==> config.mk <==
export PLATFORM = sky130hd
export DESIGN_NAME = store_buffer_flat
export DESIGN_NICKNAME = d
export VERILOG_FILES = /design/src/rtl/store_buffer_if.sv /design/src/rtl/store_buffer.sv /design/src/flat_wrapper.sv
export SDC_FILE = /design/constraint.sdc
export NUM_CORES = 1
export LEC_CHECK = 0
export CAP_MARGIN = 25
export CORE_MARGIN = 2
export CORE_UTILIZATION = 50
export DETAILED_ROUTE_END_ITERATION = 8
export PLACE_DENSITY = 0.81
export REMOVE_ABC_BUFFERS = 1
export SETUP_SLACK_MARGIN = 0.3
export SYNTH_ARGS = -nofsm -noshare
export SYNTH_HDL_FRONTEND = slang
export SYNTH_SLANG_ARGS = --single-unit
==> constraint.sdc <==
create_clock -name clk -period 4.95 [get_ports clk]
set_clock_uncertainty 0.05 [all_clocks]
set_input_delay 0.495 -clock clk [delete_from_list [all_inputs] [get_ports clk]]
set_output_delay 0.495 -clock clk [all_outputs]
set_load 0.02 [all_outputs]
==> src/rtl/store_buffer_if.sv <==
// Store buffer bus: MEM-stage store/load side plus the data RAM write port.
// master = pipeline/RAM environment, slave = store buffer.
interface store_buffer_if #(
  parameter int unsigned ADDR_W = 32
);
  logic              st_valid_i;
  logic [1:0]        st_access_i;
  logic [ADDR_W-1:0] st_addr_i;
  logic [31:0]       st_data_i;
  logic              st_ready_o;
  logic              ld_check_i;
  logic [ADDR_W-1:0] ld_addr_i;
  logic              ld_conflict_o;
  logic              mem_we_o;
  logic [3:0]        mem_be_o;
  logic [ADDR_W-1:0] mem_addr_o;
  logic [31:0]       mem_wdata_o;
  logic              mem_ready_i;
  logic              empty_o;
  logic              misalign_o;

  modport master (
    output st_valid_i, st_access_i, st_addr_i, st_data_i, ld_check_i, ld_addr_i, mem_ready_i,
    input  st_ready_o, ld_conflict_o, mem_we_o, mem_be_o, mem_addr_o, mem_wdata_o,
           empty_o, misalign_o
  );

  modport slave (
    input  st_valid_i, st_access_i, st_addr_i, st_data_i, ld_check_i, ld_addr_i, mem_ready_i,
    output st_ready_o, ld_conflict_o, mem_we_o, mem_be_o, mem_addr_o, mem_wdata_o,
           empty_o, misalign_o
  );
endinterface

==> src/rtl/store_buffer.sv <==
// Posted-write store buffer: aligns sb/sh/sw into byte-lane word writes,
// queues them, drains one per cycle to the data RAM and flags load hazards.
module store_buffer #(
  parameter int unsigned DEPTH  = 4,
  parameter int unsigned ADDR_W = 32
) (
  input  logic          clk,
  input  logic          rst_n,
  store_buffer_if.slave bus
);
  localparam int unsigned PTR_W = $clog2(DEPTH);
  localparam logic [PTR_W:0] CNT_FULL = (PTR_W+1)'(DEPTH);

  logic              ent_valid [DEPTH];
  logic [3:0]        ent_be    [DEPTH];
  logic [ADDR_W-1:0] ent_addr  [DEPTH];
  logic [31:0]       ent_data  [DEPTH];

  logic [PTR_W-1:0]  wr_ptr, rd_ptr;
  logic [PTR_W:0]    count;
  logic              misalign_q;

  logic [3:0]        al_be;
  logic [31:0]       al_data;
  logic              al_mis;
  logic              accept, push, pop, not_empty;
  logic [ADDR_W-1:0] ld_word;
  logic              ld_hit;

  assign not_empty = (count != '0);
  assign accept    = bus.st_valid_i & bus.st_ready_o;
  assign push      = accept & ~al_mis;
  assign pop       = not_empty & bus.mem_ready_i;

  // Byte-lane alignment and misalignment detection of the incoming store
  always_comb begin
    al_be   = '0;
    al_data = '0;
    al_mis  = 1'b0;
    unique case (bus.st_access_i)
      2'b01: begin
        al_be   = 4'b0001 << bus.st_addr_i[1:0];
        al_data = {4{bus.st_data_i[7:0]}};
      end
      2'b10: begin
        al_be   = bus.st_addr_i[1] ? 4'b1100 : 4'b0011;
        al_data = {2{bus.st_data_i[15:0]}};
        al_mis  = bus.st_addr_i[0];
      end
      default: begin
        al_be   = 4'b1111;
        al_data = bus.st_data_i;
        al_mis  = |bus.st_addr_i[1:0];
      end
    endcase
  end

  // Entry storage, pointers, occupancy count and misalign pulse
  always_ff @(posedge clk or negedge rst_n) begin
    if (!rst_n) begin
      for (int unsigned i = 0; i < DEPTH; i++) begin
        ent_valid[i] <= 1'b0;
        ent_be[i]    <= '0;
        ent_addr[i]  <= '0;
        ent_data[i]  <= '0;
      end
      wr_ptr     <= '0;
      rd_ptr     <= '0;
      count      <= '0;
      misalign_q <= 1'b0;
    end else begin
      // push and pop never target the same slot: push needs count<DEPTH, pop count>0,
      // so equal pointers imply only one of them can fire
      if (push) begin
        ent_valid[wr_ptr] <= 1'b1;
        ent_be[wr_ptr]    <= al_be;
        ent_addr[wr_ptr]  <= {bus.st_addr_i[ADDR_W-1:2], 2'b00};
        ent_data[wr_ptr]  <= al_data;
        wr_ptr            <= wr_ptr + PTR_W'(1);
      end
      if (pop) begin
        ent_valid[rd_ptr] <= 1'b0;
        rd_ptr            <= rd_ptr + PTR_W'(1);
      end
      unique case ({push, pop})
        2'b10:   count <= count + (PTR_W+1)'(1);
        2'b01:   count <= count - (PTR_W+1)'(1);
        default: count <= count;
      endcase
      misalign_q <= accept & al_mis;
    end
  end

  // Load hazard: word-address match against any pending entry
  always_comb begin
    ld_word = bus.ld_addr_i & ~ADDR_W'(3);
    ld_hit  = 1'b0;
    for (int unsigned i = 0; i < DEPTH; i++) begin
      if (ent_valid[i] && (ent_addr[i] == ld_word)) ld_hit = 1'b1;
    end
  end

  assign bus.ld_conflict_o = bus.ld_check_i & ld_hit;
  assign bus.st_ready_o    = (count != CNT_FULL);
  assign bus.empty_o       = ~not_empty;
  assign bus.misalign_o    = misalign_q;
  assign bus.mem_we_o      = not_empty;
  assign bus.mem_be_o      = not_empty ? ent_be[rd_ptr]   : '0;
  assign bus.mem_addr_o    = not_empty ? ent_addr[rd_ptr] : '0;
  assign bus.mem_wdata_o   = not_empty ? ent_data[rd_ptr] : '0;
endmodule
==> src/flat_wrapper.sv <==
// flat-port wrapper written by rule: the top's interface ports become plain ports
module store_buffer_flat 
#(
  parameter int unsigned DEPTH  = 4,
  parameter int unsigned ADDR_W = 32
)
  (clk, rst_n, bus_st_valid_i, bus_st_access_i, bus_st_addr_i, bus_st_data_i, bus_ld_check_i, bus_ld_addr_i, bus_mem_ready_i, bus_st_ready_o, bus_ld_conflict_o, bus_mem_we_o, bus_mem_be_o, bus_mem_addr_o, bus_mem_wdata_o, bus_empty_o, bus_misalign_o);
  store_buffer_if #(.ADDR_W(ADDR_W)) bus_i ();
  input  logic clk;
  input  logic rst_n;
  input wire logic [$bits(bus_i.st_valid_i)-1:0] bus_st_valid_i;
  input wire logic [$bits(bus_i.st_access_i)-1:0] bus_st_access_i;
  input wire logic [$bits(bus_i.st_addr_i)-1:0] bus_st_addr_i;
  input wire logic [$bits(bus_i.st_data_i)-1:0] bus_st_data_i;
  input wire logic [$bits(bus_i.ld_check_i)-1:0] bus_ld_check_i;
  input wire logic [$bits(bus_i.ld_addr_i)-1:0] bus_ld_addr_i;
  input wire logic [$bits(bus_i.mem_ready_i)-1:0] bus_mem_ready_i;
  output wire logic [$bits(bus_i.st_ready_o)-1:0] bus_st_ready_o;
  output wire logic [$bits(bus_i.ld_conflict_o)-1:0] bus_ld_conflict_o;
  output wire logic [$bits(bus_i.mem_we_o)-1:0] bus_mem_we_o;
  output wire logic [$bits(bus_i.mem_be_o)-1:0] bus_mem_be_o;
  output wire logic [$bits(bus_i.mem_addr_o)-1:0] bus_mem_addr_o;
  output wire logic [$bits(bus_i.mem_wdata_o)-1:0] bus_mem_wdata_o;
  output wire logic [$bits(bus_i.empty_o)-1:0] bus_empty_o;
  output wire logic [$bits(bus_i.misalign_o)-1:0] bus_misalign_o;
  assign bus_i.st_valid_i = bus_st_valid_i;
  assign bus_i.st_access_i = bus_st_access_i;
  assign bus_i.st_addr_i = bus_st_addr_i;
  assign bus_i.st_data_i = bus_st_data_i;
  assign bus_i.ld_check_i = bus_ld_check_i;
  assign bus_i.ld_addr_i = bus_ld_addr_i;
  assign bus_i.mem_ready_i = bus_mem_ready_i;
  assign bus_st_ready_o = bus_i.st_ready_o;
  assign bus_ld_conflict_o = bus_i.ld_conflict_o;
  assign bus_mem_we_o = bus_i.mem_we_o;
  assign bus_mem_be_o = bus_i.mem_be_o;
  assign bus_mem_addr_o = bus_i.mem_addr_o;
  assign bus_mem_wdata_o = bus_i.mem_wdata_o;
  assign bus_empty_o = bus_i.empty_o;
  assign bus_misalign_o = bus_i.misalign_o;
  store_buffer #(.DEPTH(DEPTH), .ADDR_W(ADDR_W)) u_core (.clk(clk), .rst_n(rst_n), .bus(bus_i));
endmodule
==> results of run 1 <==
==> cells in the mapped netlist, types with 8 or more instances <==
cell,number,share of area
a21oi_1,28,0.0098
a22oi_1,16,0.0084
and2_1,67,0.029
buf_2,15,0.0053
buf_4,14,0.0074
clkbuf_1,43,0.011
dfrtp_1,276,0.48
ha_1,11,0.0096
inv_1,14,0.0037
mux2_1,8,0.0063
mux2_2,104,0.082
mux2_4,40,0.042
mux4_2,66,0.10
nand2_1,119,0.031
nand4_1,24,0.011
nor2_1,12,0.0032
nor3b_1,8,0.0042
nor4_1,16,0.0070
o21ai_0,116,0.041
xnor2_1,79,0.048
xor2_1,46,0.028
==> power by group through the flow <==
stage	sequential [W]	clock, W	combinational (W)
after global routing	0.00441	0.00241	0.00613
after global placement	0.00420	0	0.00563
after floorplan	0.00407	0	0.00373
after CTS	0.00426	0.00230	0.00577
final	0.00428	0.00227	0.00573
after detailed placement	0.00429	0	0.00573
==> cells by family after synthesis <==
family          after synthesis
fa+ha+maj                    12
flops                       276
compound gates              163
other cells                   1
buf+inv                     106
mux                         218
xor+xnor                    125
simple gates                253
==> routing by layer <==
metal	vias to the layer above	GRT usage
met3	59	0.0431
met5	-	0
li1	4311	-
met1	4854	0.338
met4	2	0.0498
met2	399	0.407
==> cell type report <==
type | count | area, sq um
well taps | 378 | 473
flip-flops and latches | 276 | 6910
multi-input cells | 773 | 6780
diodes | 1 | 2.50
clock buffers | 44 | 885
fillers | 2176 | 10800
clock inverters | 9 | 120
inverters | 14 | 52.6
repair buffers | 190 | 1910
==> flip-flops by register name (all words and copies together) (netlist names) <==
name	count
u_core.bus.misalign_o	1
u_core.count	3
u_core.ent_addr	120
u_core.ent_be	16
u_core.ent_data	128
u_core.ent_valid	4
u_core.rd_ptr	2
u_core.wr_ptr	2
==> worst min path at each step <==
stage,from,endpoint,slack (ns),cells past startpoint
finish,rst_n,u_core.ent_data[22],-0.06,1
global placement,u_core.ent_data[19],u_core.ent_data[19],0.41,2
CTS,rst_n,u_core.ent_data[22],0.001,1
floorplan,rst_n,u_core.bus.misalign_o,0.15,0
global route,rst_n,u_core.ent_data[22],0.04,1
detailed placement,u_core.ent_data[24],u_core.ent_data[24],0.42,2
==> stage by stage <==
stage	cells	worst slack, ns	utilization	hold WS (ns)	total power, W
CTS	1684	1.13	0.613	0.00114	0.0123
global route	1684	1.01	0.613	0.0394	0.0129
finish	1685	1.19	0.613	-0.0602	0.0123
floorplan	1063	0.845	-	0.149	0.00780
detailed placement	1631	1.40	0.577	0.416	0.0100
global placement	1631	1.41	0.577	0.406	0.00983
==> reports/metrics.yaml, run 1 <==
setup_path:
  regToRegStartpoint: "u_core.count[0]"
  cp_data_required_time_ns: 4.41
  criticalPathCategory: "register to primary output"
  r2r_end: "u_core.count[2]"
  worstSetupStartpoint: "u_core.rd_ptr[0]"
  r2r_cells: 8
  crit_path_start_kind: "register"
  r2r_slack_ns: 2.26
  crit_chain: "buf_4, mux4_2, and2_1, clkdlybuf4s50_1"
  crit_buf_inv: 2
  crit_slowest_cell: "dfrtp_4"
  crit_path_end: "bus_mem_wdata_o[23]"
  end_kind: "primary output"
  path_delay_family: "flip-flops"
  slowest_delay_ns: 0.96
  cp.arrival_ns: 3.21
  cp.depth: 4
  cp_max_fo: 38
power:
  p_switching_w: 0.00439
  irDropWorstVdd_mv: 0.438
  p_leak_nw: 7.33
  power_frac_comb: 0.467
  power_frac_seq: 0.348
  clockPowerShare: 0.185
  p_sw_frac: 0.357
  power.density_nw_per_um2: 717
  p_int_w: 0.00789
synthesis:
  synth_edf_count: 0
  yosys.area_share.simple: 0.0900
  synthAdderAreaFrac: 0.0110
  synth_compound_area_frac: 0.0608
  synth_xor_area_frac: 0.0767
  ys_async_sr_fraction: 1.00
  synth_seq_cells: 276
  avgSynthCellArea_sq_um: 12.4
  synth_top_family_by_area: "multiplexers"
  synthFlopType: "dfrtp_1"
  synth.yosys.seq_area_share: 0.484
  yosys_warnings: 0
  yosysUniqueCellTypes: 36
  synth_area_sq_um: 14300
  synth.area.mux_share: 0.235
  syn_inst: 1154
timing:
  period_needed_ns: 3.76
  final.setup.tns_ns: 0
  hold_viol: 19
  rsz0062_at_grt: "false"
  finalSetupViolations: 0
  max_freq_mhz: 266
  worst_pin_slew_ns: 0.999
  relSlewSlack: 0.334
  period_share: 0.759
  slew_violations: 0
  holdWs_ns: -0.0602
clock_network:
  hold_buffers: 0
  cts_max_level: 1
  cts_root_buf: "clkbuf_16"
  ctsResizeCount: 0
  clock_latency_ns: 0.55
  cts_setup_buffers: 0
  cts_tree: "built"
  clk_transition_reported_paths_ns: 0.06
  clockBufferDepth: 3
  cts_buffers: 30
  clock_sinks: 276
drt:
  drtAntennaViolNets: 0
  via_per_inst: 5.71
  maxUsedRoutingLayer: "met5"
  dr_wl_met2_mm: 17.5
  drt_iter0_drc: 823
  wl_mm: 36.1
  dr_total_vias: 9625
  post-route-drc-count: 0
  wl_met3_mm: 2.65
  drt-pass1-iter-count: 5
  wire_per_inst_um: 21.4
  wl_met1_mm: 15.2
cells_and_area:
  drive_above_1_share: 0.220
  nets: 1400
  areaGrowthSynthToFinish_pct: 20.0
  final_cell_mix: "dfrtp_1, clkdlybuf4s50_1, nand2_1"
  finish.instance_area_sq_um: 17100
  final_common_cell: "dfrtp_1"
placed_design:
  gp_congestion: 0.890
  postPlaceCellArea_sq_um: 16100
  dp_hpwl_mm: 24.0
  port_buffers: 171
global_route:
  grt_usage: 0.244
  grt_max_degree: 121
  grt_pass1_vias: 10100
  grt_pass1_wl_mm: 57.6
  grt_overflow: 0
  antenna_found_initial: 2
outcome:
  violations: "hold timing"
  outcome: "complete, but fails checks"
die:
  core-area_sq_um: 27900
  num_rows: 61
  boundaryPins: 176
  die_height_um: 173
  start_util: 0.511
  die_area_sq_um: 29900
  chipWidth_um: 173
hold_path:
  hold_path_class: "input port to async pin"
flow_run:
  cap_violations: 0
Note: power is estimated with default switching activity, not from simulation.
==> run 2, diff against run 1 <==
--- a/config.mk
+++ b/config.mk
@@ -9,7 +9,7 @@
 export CORE_MARGIN = 2
 export CORE_UTILIZATION = 50
 export DETAILED_ROUTE_END_ITERATION = 8
-export PLACE_DENSITY = 0.81
+export PLACE_DENSITY = 0.84
 export REMOVE_ABC_BUFFERS = 1
 export SETUP_SLACK_MARGIN = 0.3
 export SYNTH_ARGS = -nofsm -noshare
==> constraint.sdc (replaced) <==
create_clock -name clk -period 3.45 [get_ports clk]
set_clock_uncertainty 0.05 [all_clocks]
set_input_delay 0.345 -clock clk [delete_from_list [all_inputs] [get_ports clk]]
set_output_delay 0.345 -clock clk [all_outputs]
set_load 0.02 [all_outputs]
==> run 2 against run 1 <==
Compared with the run above:
- the flow now finishes without violations
- via count up 1.7%
- largest cell class unchanged
- clock power up 42%
- register-to-register slack worse by 1.2 ns
- largest power group unchanged
- sequential power up 41%
==> reports/metrics.yaml, run 2 (synthesized netlist as in run 1, its figures left out) <==
cells_and_area:
  areaGrowthSynthToFinish_pct: 21.6  # was 20.0%
  top_register: "u_core.ent_data"  # unchanged
  num_antenna_cells: 0  # was 1
  nets: 1412  # was 1400
  largest_reg_flops: 128  # unchanged
  fill_cells: 2136  # was 2176
  top_regs: "u_core.ent_data x128, u_core.ent_addr x120, u_core.ent_be x16"  # unchanged
  final_common_cell: "dfrtp_1"  # unchanged
  final_cell_mix: "dfrtp_1, clkdlybuf4s50_1, nand2_1"  # unchanged
  drive_above_1_share: 0.228  # was 0.220
  postLayoutCoreUtil: 0.621  # was 0.613
setup_path:
  path_delay_family: "simple AND/OR/NAND/NOR gates"  # was flip-flops
  end_kind: "primary output"  # unchanged
  cp_max_fo: 3  # was 38
  crit_path_start_kind: "register"  # unchanged
  crit_buf_inv: 1  # was 2
  crit_chain: "xnor2_1, nand4_1, nor4_1, nand4_1, a41oi_1, clkdlybuf4s15_1"  # was buf_4, mux4_2, and2_1, clkdlybuf4s50_1
  cpMostUsedCell: "nand4_1"
  cp_data_required_time_ns: 3.05  # was 4.41 ns
  cp.arrival_ns: 2.68  # was 3.21 ns
  crit_slowest_cell: "dfrtp_1"  # was dfrtp_4
  criticalPathCategory: "register to primary output"  # unchanged
  slowest_delay_ns: 0.42  # was 0.96 ns
drt:
  wire_per_inst_um: 21.4  # about the same
  drt_iter0_drc: 809  # was 823
  drt-pass1-iter-count: 5  # unchanged
  dr_total_vias: 9791  # was 9625
  wl_mm: 36.4  # was 36.1 mm
  drtAntennaViolNets: 0  # unchanged
  post-route-drc-count: 0  # unchanged
  via_per_inst: 5.77  # was 5.71
global_route:
  top_usage_layer: "met2"  # unchanged
  grt_pass1_vias: 10300  # was 10100
  met1_usage: 0.327  # was 0.338
  grt_usage: 0.245  # was 0.244
  use_met2: 0.409  # was 0.407
  grt_max_degree: 93  # was 121
  use_met3: 0.0444  # was 0.0431
  antenna_found_initial: 1  # was 2
  grt_pass1_wl_mm: 57.9  # was 57.6 mm
  grt_overflow: 0  # unchanged
flow_run:
  cap_violations: 0  # unchanged
placed_design:
  port_buffers: 171  # unchanged
  gp_congestion: 0.911  # was 0.890
  dp_hpwl_mm: 24.6  # was 24.0 mm
clock_network:
  cts_tree: "built"  # unchanged
  clockBufferDepth: 3  # unchanged
  cts_max_level: 1  # unchanged
  clock_sinks: 276  # unchanged
  clock_latency_ns: 0.56  # was 0.55 ns
  cts_buffers: 29  # was 30
  cts_root_buf: "clkbuf_16"  # unchanged
  clk_transition_reported_paths_ns: 0.06  # about the same
die:
  core-area_sq_um: 27900  # unchanged
  boundaryPins: 176  # unchanged
  start_util: 0.511  # unchanged
  die_height_um: 173  # unchanged
  num_rows: 61  # unchanged
  die_area_sq_um: 29900  # unchanged
  chipWidth_um: 173  # unchanged
timing:
  period_needed_ns: 3.07
  worst_pin_slew_ns: 0.682  # was 0.999 ns
  slew_violations: 0  # unchanged
  max_freq_mhz: 326
  final.setup.tns_ns: 0  # unchanged
  finalSetupViolations: 0  # unchanged
  period_share: 0.890
  relSlewSlack: 0.545  # was 0.334
  hold_viol: 0  # was 19
  rsz0062_at_grt: "false"  # unchanged
power:
  p_sw_frac: 0.359  # was 0.357
  power_frac_seq: 0.338  # was 0.348
  clockPowerShare: 0.181  # was 0.185
  p_leak_nw: 7.44  # was 7.33 nW
  power.density_nw_per_um2: 1030  # was 717 nW/um^2
  p_switching_w: 0.00638  # was 0.00439 W
  irDropWorstVdd_mv: 0.645  # was 0.438 mV
  power_frac_comb: 0.481  # was 0.467
  p_int_w: 0.0114  # was 0.00789 W
hold_path:
  hold_path_class: "input port to register"  # was input port to async pin
outcome:
  outcome: "complete, no violations"  # was complete, but fails checks
==> run 2: cell type report <==
type	count	area (sq um)	area share
flip-flops and latches	276	6910	0.398
well taps	378	473	0.0272
clock buffers	43	848	0.0489
repair buffers	203	2130	0.123
inverters	14	52.6	0.00303
multi-input cells	773	6790	0.391
clock inverters	10	140	0.00807
==> run 2: worst paths after layout <==
check                      cells past startpoint           startpoint                    end  slack, ns
hold reg to reg                                2  u_core.ent_data[30]    u_core.ent_data[30]       0.42
setup reg to reg                               8      u_core.count[0]        u_core.count[2]       1.03
min in group asynchronous                      2                rst_n    u_core.ent_data[21]       0.34
hold / removal                                 3       bus_st_valid_i  u_core.bus.misalign_o       0.30
max in group asynchronous                      3                rst_n    u_core.ent_data[83]       2.08
setup / recovery                               6  u_core.ent_addr[94]      bus_ld_conflict_o       0.38
==> run 2: power groups by stage <==
stage,combinational (W),sequential [W],clock (W)
2_1_floorplan,0.00535,0.00585,0
3_3_place_gp,0.00828,0.00593,0
3_5_place_dp,0.00845,0.00606,0
4_1_cts,0.00861,0.00598,0.00326
5_1_grt,0.00914,0.00619,0.00340
6_report,0.00855,0.00602,0.00322
==> run 2: worst reg2reg max path: stages (launching register included) <==
cell and delay, ns:
dfrtp_1 0.41, or3_4 0.35, and2_1 0.40, ha_1 0.26
inv_1 0.06, fa_1 0.38, xor2_1 0.16, nor2_1 0.11
xor2_1 0.16
==> run 2: timing repair <==
action | in CTS | in global routing
setup endpoints to repair | 67 | 1
hold buffers | 1 | 0
gates cloned | 0 | 0
gates resized for setup | 3 | 3
endpoints found under the hold margin | 88 | 0
buffers inserted | 4 | 0
==> run 2: routing by layer <==
layer	routed length, um	share of wire	vias to the layer above
met2	17600	0.48	394
met3	2390	0.066	96
met4	1240	0.034	2
li1	-	-	4347
met5	13	0.00036	-
met1	15100	0.42	4952
==> run 2: stage by stage <==
stage	setup slack (ns)	total power (W)	hold slack (ns)	area, sq um	std cells
floorplan	-0.505	0.0112	-0.000591	13700	1063
global placement	0.222	0.0142	0.357	16300	1639
detailed placement	0.176	0.0145	0.362	16300	1639
CTS	0.373	0.0179	0.289	17300	1697
global route	0.302	0.0187	0.305	17400	1697
finish	0.378	0.0178	0.298	17400	1697
